[config.mk]
export PLATFORM = sky130hd
export DESIGN_NAME = ntt_butterfly
export DESIGN_NICKNAME = d
export VERILOG_FILES = /design/src/rtl/ntt_pkg.sv /design/src/rtl/mod_mult_pipe.sv /design/src/rtl/ntt_butterfly.sv
export SDC_FILE = /design/constraint.sdc
export NUM_CORES = 2
export LEC_CHECK = 0
export BUFFER_PORTS_ARGS = -buffer_cell sky130_fd_sc_hd__buf_2
export CAP_MARGIN = 10
export CORE_MARGIN = 2
export CORE_UTILIZATION = 35
export DETAILED_ROUTE_END_ITERATION = 12
export GPL_TIMING_DRIVEN = 1
export PLACE_DENSITY = 0.52
export RECOVER_POWER = 25
export SYNTH_ARGS = -nofsm -noshare
export SYNTH_HDL_FRONTEND = slang
export SYNTH_SLANG_ARGS = --single-unit
[constraint.sdc]
create_clock -name clk -period 15.7 [get_ports clk]
set_clock_uncertainty 0.2 [all_clocks]
set_input_delay 1.57 -clock clk [delete_from_list [all_inputs] [get_ports clk]]
set_output_delay 1.57 -clock clk [all_outputs]
set_load 0.03 [all_outputs]
[src/rtl/ntt_pkg.sv]
// -----------------------------------------------------------------------------
// ntt_pkg
// Shared constants and helpers for the NTT butterfly unit.
//   MODE_CT / MODE_GS : encoding of the butterfly mode input
//   LATENCY           : input-to-output latency in advancing cycles
//   barrett_m()       : Barrett constant floor(2^(2*width) / q)
// -----------------------------------------------------------------------------
package ntt_pkg;

    localparam logic MODE_CT = 1'b0;
    localparam logic MODE_GS = 1'b1;
    localparam int   LATENCY = 5;

    // Evaluated at elaboration only; 128 bits covers any width up to 63.
    function automatic logic [127:0] barrett_m(input logic [63:0] q,
                                               input int unsigned width);
        logic [127:0] num;
        num = 128'd1 << (2 * width);
        return num / {64'd0, q};
    endfunction

endpackage

[src/rtl/mod_mult_pipe.sv]
// -----------------------------------------------------------------------------
// mod_mult_pipe
// Four-stage modular multiplier, out = a*b mod Q, using Barrett reduction.
// Every register advances only when en=1; there is no reset because this
// block carries data only (validity is tracked by the parent).
//   clk : clock
//   en  : pipeline advance enable
//   a,b : operands, each < Q
//   out : registered result in [0,Q), four advancing cycles after a/b
// Stages:
//   1: full 2*WIDTH product P
//   2: Barrett quotient estimate floor(P*M / 2^(2*WIDTH)), P carried along
//   3: remainder P - est*Q, which lies in [0,2Q)
//   4: single conditional subtraction of Q
// -----------------------------------------------------------------------------
module mod_mult_pipe
    import ntt_pkg::*;
#(
    parameter int               WIDTH = 23,
    parameter logic [WIDTH-1:0] Q     = 23'd8380417
) (
    input  logic             clk,
    input  logic             en,
    input  logic [WIDTH-1:0] a,
    input  logic [WIDTH-1:0] b,
    output logic [WIDTH-1:0] out
);

    localparam int PW = 2 * WIDTH;
    localparam int EW = PW + WIDTH;
    localparam logic [127:0]  M_FULL = barrett_m(64'(Q), WIDTH);
    localparam logic [PW-1:0] M      = M_FULL[PW-1:0];

    logic [PW-1:0]    prod_d, prod_q, prod2_q;
    logic [WIDTH-1:0] qest_d, qest_q;
    logic [WIDTH:0]   rem_d, rem_q;
    logic [WIDTH-1:0] res_d, res_q;

    // P < Q^2 and M <= 2^(2W)/Q, so P*M < Q*2^(2W) fits in 3W bits exactly.
    // The estimate undershoots the true quotient by at most one, so the
    // remainder stays below 2Q and one correction step is enough.
    always_comb begin
        prod_d = PW'(a) * PW'(b);
        qest_d = WIDTH'((EW'(prod_q) * EW'(M)) >> PW);
        rem_d  = (WIDTH+1)'(prod2_q - PW'(qest_q) * PW'(Q));
        res_d  = (rem_q >= {1'b0, Q}) ? WIDTH'(rem_q - {1'b0, Q})
                                      : rem_q[WIDTH-1:0];
    end

    always_ff @(posedge clk) begin
        if (en) begin
            prod_q  <= prod_d;
            prod2_q <= prod_q;
            qest_q  <= qest_d;
            rem_q   <= rem_d;
            res_q   <= res_d;
        end
    end

    assign out = res_q;

endmodule

[src/rtl/ntt_butterfly.sv]
// -----------------------------------------------------------------------------
// ntt_butterfly
// Pipelined NTT butterfly, Cooley-Tukey (CT) or Gentleman-Sande (GS) per beat.
//   CT: t = b*w;       out_a = a+t;  out_b = a-t        (all mod Q)
//   GS: out_a = a+b;   out_b = (a-b)*w                  (all mod Q)
// Fixed latency of 5 advancing cycles in both modes; mode and valid travel
// with the data so CT and GS beats can be mixed back-to-back.
// Ports:
//   clk, rst                : clock, synchronous active-high reset
//   in_a, in_b, in_w        : operands and twiddle, each < Q
//   in_mode                 : 0 = CT, 1 = GS
//   in_valid / in_ready     : input handshake
//   out_a, out_b            : results in [0,Q)
//   out_valid / out_ready   : output handshake
// Handshake: a beat transfers on a rising edge where valid & ready are both
// high. The whole pipeline advances when out_ready | ~out_valid, and
// in_ready is exactly that advance condition, so the pipe never drops or
// duplicates a beat and holds its outputs while stalled.
// Build option: define NTT_BFU_HALF_EN to scale both GS outputs by 2^-1 mod Q
// in the final stage (no latency change).
// -----------------------------------------------------------------------------
module ntt_butterfly
    import ntt_pkg::*;
#(
    parameter int               WIDTH = 23,
    parameter logic [WIDTH-1:0] Q     = 23'd8380417
) (
    input  logic             clk,
    input  logic             rst,
    input  logic [WIDTH-1:0] in_a,
    input  logic [WIDTH-1:0] in_b,
    input  logic [WIDTH-1:0] in_w,
    input  logic             in_mode,
    input  logic             in_valid,
    output logic             in_ready,
    output logic [WIDTH-1:0] out_a,
    output logic [WIDTH-1:0] out_b,
    output logic             out_valid,
    input  logic             out_ready
);

    function automatic logic [WIDTH-1:0] mod_add(input logic [WIDTH-1:0] x,
                                                 input logic [WIDTH-1:0] y);
        logic [WIDTH:0] s;
        s = {1'b0, x} + {1'b0, y};
        return (s >= {1'b0, Q}) ? WIDTH'(s - {1'b0, Q}) : s[WIDTH-1:0];
    endfunction

    // The top bit of the difference is the borrow, i.e. x < y.
    function automatic logic [WIDTH-1:0] mod_sub(input logic [WIDTH-1:0] x,
                                                 input logic [WIDTH-1:0] y);
        logic [WIDTH:0] d;
        d = {1'b0, x} - {1'b0, y};
        return d[WIDTH] ? WIDTH'(d + {1'b0, Q}) : d[WIDTH-1:0];
    endfunction

`ifdef NTT_BFU_HALF_EN
    localparam logic [WIDTH-1:0] HALF_Q = WIDTH'(({1'b0, Q} + (WIDTH+1)'(1)) >> 1);

    // x * 2^-1 mod Q; for odd x, (x+Q)/2 = (x>>1) + (Q+1)/2, which stays < Q.
    function automatic logic [WIDTH-1:0] halve(input logic [WIDTH-1:0] x);
        return x[0] ? (x >> 1) + HALF_Q : (x >> 1);
    endfunction
`endif

    logic             en;
    logic [WIDTH-1:0] sum_in, diff_in, mul_x, dly_d, mult_res;
    logic [3:0]       vld_q, mode_q;
    logic [WIDTH-1:0] dly_q [4];
    logic [WIDTH-1:0] out_a_d, out_b_d, out_a_q, out_b_q;
    logic             out_valid_q;

    assign en       = out_ready | ~out_valid_q;
    assign in_ready = en;

    // GS add/sub happens in front of the first register so that both modes
    // use the single multiplier in the same pipeline slots. The one delay
    // line carries a (CT) or the sum (GS) alongside the multiplier.
    always_comb begin
        sum_in  = mod_add(in_a, in_b);
        diff_in = mod_sub(in_a, in_b);
        mul_x   = (in_mode == MODE_GS) ? diff_in : in_b;
        dly_d   = (in_mode == MODE_GS) ? sum_in : in_a;
    end

    mod_mult_pipe #(
        .WIDTH (WIDTH),
        .Q     (Q)
    ) u_mult (
        .clk (clk),
        .en  (en),
        .a   (mul_x),
        .b   (in_w),
        .out (mult_res)
    );

    always_comb begin
        out_a_d = mod_add(dly_q[3], mult_res);
        out_b_d = mod_sub(dly_q[3], mult_res);
        if (mode_q[3] == MODE_GS) begin
`ifdef NTT_BFU_HALF_EN
            out_a_d = halve(dly_q[3]);
            out_b_d = halve(mult_res);
`else
            out_a_d = dly_q[3];
            out_b_d = mult_res;
`endif
        end
    end

    // Control and output registers; a cycle without an accepted beat shifts
    // in valid=0, which is just in_valid since in_ready == en here.
    always_ff @(posedge clk) begin
        if (rst) begin
            vld_q       <= '0;
            out_valid_q <= 1'b0;
            out_a_q     <= '0;
            out_b_q     <= '0;
        end else if (en) begin
            vld_q       <= {vld_q[2:0], in_valid};
            out_valid_q <= vld_q[3];
            out_a_q     <= out_a_d;
            out_b_q     <= out_b_d;
        end
    end

    // Data-path stage registers need no reset.
    always_ff @(posedge clk) begin
        if (en) begin
            mode_q   <= {mode_q[2:0], in_mode};
            dly_q[0] <= dly_d;
            for (int i = 1; i < 4; i++) begin
                dly_q[i] <= dly_q[i-1];
            end
        end
    end

    assign out_a     = out_a_q;
    assign out_b     = out_b_q;
    assign out_valid = out_valid_q;

endmodule

==> impl_results.rst <==
.. list-table::
   :header-rows: 1

   * - Metric
     - Value
   * - Sort of element at the start of the critical path
     - input port
   * - DP HPWL
     - 100.6 mm
   * - Critical R2R Capture
     - u_mult.rem_q[22]
   * - Flops & latches, synth
     - 287
   * - Placer congestion estimate
     - 0.9135
   * - Proportion of netlist area held by the largest area contributor
     - 26.57%
   * - Largest area contributor in the synthesized netlist
     - sky130_fd_sc_hd__fa_1
   * - Crit path largest cell delay
     - 0.70 ns
   * - Pin count of the biggest net entering global routing
     - 80
   * - Number of library cell types mapped by synthesis
     - 104
   * - Placeable core region
     - 0.1275 mm²
   * - Final Hold Vio Count
     - 0
   * - Port Buffers
     - 121
   * - Most numerous cell on the critical path
     - sky130_fd_sc_hd__fa_1
   * - Wire length of the first global-routing pass
     - 203.4 mm
   * - Worst hold path class
     - flip-flop to flip-flop
   * - Initial antenna violation count
     - 3
   * - Number of synthesized flops with an enable pin
     - 236
   * - Hold Path Depth
     - 0
   * - Proportion of layout cells with a drive suffix above 1
     - 6.142%
   * - Final setup violation count
     - 0
   * - CTS sink count
     - 287
   * - Vias/cell
     - 5.172
   * - Result of the run
     - finished with violations
   * - Hold_sp
     - dly_q[2][21]
   * - Period utilization
     - 80.38%
   * - Pre-CTS setup slack
     - 2.697 ns
   * - Worst Hold End
     - dly_q[3][21]
   * - WS Path Type
     - input port to flip-flop
   * - RSZ-0062 raised after global routing
     - no
   * - Largest fanout on the critical path
     - 13
   * - Number of nets produced by synthesis
     - 6031
   * - Launch point of the worst reg-to-reg path
     - u_mult.qest_q[0]
   * - Register clock-pin slew on the reported worst setup and hold paths
     - 0.06 ns
   * - Avg Cell Area, Syn
     - 9.407 µm²
   * - Sequential element share of the synthesized area
     - 18.03%
   * - Count of hold-fix buffers inserted at cts
     - 0
   * - DRC violation count after routing
     - 0
   * - Violations in the final reports
     - max-capacitance violations, max-slew violations
   * - Type of destination of the critical path
     - flip-flop
   * - Horiz. Die Dim
     - 362.5 µm
   * - Clock network latency to the later pin of the worst-skew pair
     - 0.56 ns
   * - Via total after detailed routing
     - 33530
   * - Die Outline Area
     - 0.1314 mm²
   * - Final-report max-slew violation count
     - 59
   * - Total routing usage reported by global routing
     - 19.73%
   * - Overall die height
     - 362.5 µm
   * - Global route total overflow
     - 0
   * - Number of ports placed on the die boundary
     - 122
   * - Crit path buf inv count
     - 6
   * - Tightest slew margin relative to the limit
     - -75.78%
   * - Per-cell routed wire length
     - 19.77 µm
   * - Number of nets in the layout
     - 6044
   * - Worst setup path startpoint
     - in_b[4]
   * - Root buf cell
     - sky130_fd_sc_hd__clkbuf_16
   * - DR iter-0 viols
     - 2018
   * - Initial core utilization
     - 35.27%
   * - Crit path required time
     - 15.81 ns
   * - Final cell utilization of the core
     - 38.07%
   * - Resize count post-CTS
     - 0
   * - Number of CTS-inserted buffers
     - 35
   * - Measured slew at the worst slew-check pin
     - 2.622 ns
   * - Final TNS setup
     - 0 ns
   * - Library cell contributing the largest single delay on the critical path
     - sky130_fd_sc_hd__a221oi_1
   * - Commonest non-fill, non-tap cell in the layout
     - sky130_fd_sc_hd__inv_1
   * - Clock tree from TritonCTS
     - yes
   * - H-tree lvl count
     - 2
   * - Reg2Reg Setup Slack
     - 9.41 ns
   * - Worst reg-to-reg path cell count
     - 21
   * - Combined area of all synthesized cells
     - 0.04498 mm²
   * - Count of warnings emitted by yosys
     - 0
   * - Detailed-routing iteration count for the pre-antenna-repair pass
     - 5
   * - Crit path setup slack, layout
     - 3.081 ns
   * - Layout overhead on the synthesized area
     - 7.940%
   * - Clock Path Buffers
     - 3
   * - Top cells by area, synth
     - sky130_fd_sc_hd__fa_1 27%, sky130_fd_sc_hd__ha_1 16%, sky130_fd_sc_hd__edfxtp_1 16%
   * - Most frequent cells in the layout
     - 854 x sky130_fd_sc_hd__inv_1, 597 x sky130_fd_sc_hd__fa_1, 579 x sky130_fd_sc_hd__ha_1, 445 x sky130_fd_sc_hd__nand2_1, 236 x sky130_fd_sc_hd__edfxtp_1
   * - Maximum capacitance violations
     - 1
   * - Vias in the first global route
     - 34800
   * - Timing-limited maximum frequency
     - 0.07924 GHz
   * - Cell count after synthesis
     - 4781
   * - Post-DRT Antenna Nets
     - 0
   * - Min Clock Period, post-route
     - 12.62 ns
   * - Post-CTS Repair Setup Buffers
     - 0
   * - Leading register cell type out of synthesis
     - sky130_fd_sc_hd__edfxtp_1
   * - Fraction of registers with async set or reset after synthesis
     - 0%
   * - Cell family with the largest share of critical-path delay
     - adder cells
   * - Data arrival time of the critical path
     - 12.73 ns
   * - Total wirelength of the detailed-routed design
     - 128.2 mm
   * - Standard-cell rows
     - 131
## per-stage QoR
step | area [µm²] | std cells | hold WS (ns)
5_1_grt | 48550 | 6482 | 0.2101
2_1_floorplan | 44980 | 4781 | 0.2003
3_3_place_gp | 47380 | 6419 | 0.2005
4_1_cts | 48560 | 6481 | 0.1989
6_report | 48550 | 6482 | 0.1973
3_5_place_dp | 47380 | 6419 | 0.2045
## worst max-delay path by stage
stage	cells past startpoint	end	slack (ns)
floorplan	37	u_mult.prod_q[43]	4.21
detailed placement	34	u_mult.prod_q[43]	2.70
global placement	35	u_mult.prod_q[43]	2.78
global route	35	u_mult.prod_q[43]	2.52
CTS	35	u_mult.prod_q[43]	3.28
finish	35	u_mult.prod_q[43]	3.08
## per-layer routing
metal  vias up  routed length [µm]  track usage, %
met5         -                   0               0
met2       788               59740           32.66
li1      15840                   -               -
met3       144                5808           2.101
met1     16750               60080           27.90
met4         0                2559           3.970
## kinds of logic (layout without fill, tap and decap cells)
| logic type | count (synthesis) | count (layout) | share of synthesized area (%) |
|---|---|---|---|
| AOI/OAI and AO/OA | 699 | 699 | 10.47 |
| xor gates and xnor gates | 223 | 223 | 4.343 |
| adders and majority gates | 1176 | 1176 | 42.68 |
| buffers and inverters | 1042 | 1080 | 8.810 |
| DFF | 287 | 287 | 18.03 |
| muxes | 31 | 31 | 0.7316 |
| other | 0 | 1 | 0 |
| and+or+nand+nor | 1323 | 1323 | 14.94 |
## cell usage after synthesis (all sizes together) (54+ instances only)
master	n
edfxtp	236
a21oi	194
inv	856
nor3	106
xnor2	162
nand2	445
nor2	187
ha	579
clkbuf	156
a21o	54
nand3	76
fa	597
o21ai	130
and2	215
xor2	61
## worst register-to-register path, cell delays in order (launching register included)
cell and delay, ns:
sky130_fd_sc_hd__edfxtp_1 0.69, sky130_fd_sc_hd__inv_1 0.30, sky130_fd_sc_hd__nor2_1 0.31, sky130_fd_sc_hd__xor2_1 0.12, sky130_fd_sc_hd__ha_1 0.29, sky130_fd_sc_hd__inv_1 0.04
sky130_fd_sc_hd__fa_1 0.48, sky130_fd_sc_hd__inv_1 0.05, sky130_fd_sc_hd__fa_1 0.48, sky130_fd_sc_hd__inv_1 0.07, sky130_fd_sc_hd__fa_1 0.40, sky130_fd_sc_hd__a21o_1 0.21
sky130_fd_sc_hd__a21oi_1 0.22, sky130_fd_sc_hd__nor2b_1 0.07, sky130_fd_sc_hd__o21a_1 0.20, sky130_fd_sc_hd__a41o_1 0.27, sky130_fd_sc_hd__o41ai_1 0.55, sky130_fd_sc_hd__o311a_1 0.30
sky130_fd_sc_hd__a211oi_1 0.11, sky130_fd_sc_hd__a211oi_1 0.36, sky130_fd_sc_hd__a21oi_1 0.13, sky130_fd_sc_hd__xor2_1 0.18
## sequential cells by signal (all words and copies together) (netlist names)
name / cells
dly_q: 92
u_mult.prod_q: 46
u_mult.prod2_q: 24
u_mult.rem_q: 24
out_a: 23
out_b: 23
u_mult.out: 23
u_mult.qest_q: 23
mode_q: 4
vld_q: 4
out_valid: 1
## cell type report
| class | count | area [µm²] |
|---|---|---|
| antenna | 1 | 2.502 |
| clock buffer | 42 | 922.1 |
| clock inverter | 20 | 259.0 |
| fill | 12950 | 78970 |
| inverter | 859 | 3226 |
| multi-input combinational | 3452 | 33060 |
| sequential | 287 | 8108 |
| tap | 1662 | 2079 |
| timing repair buffer | 159 | 890.9 |
Power is not shown: default switching activity piles up to over one toggle a cycle in this logic, so the estimate is an artifact.
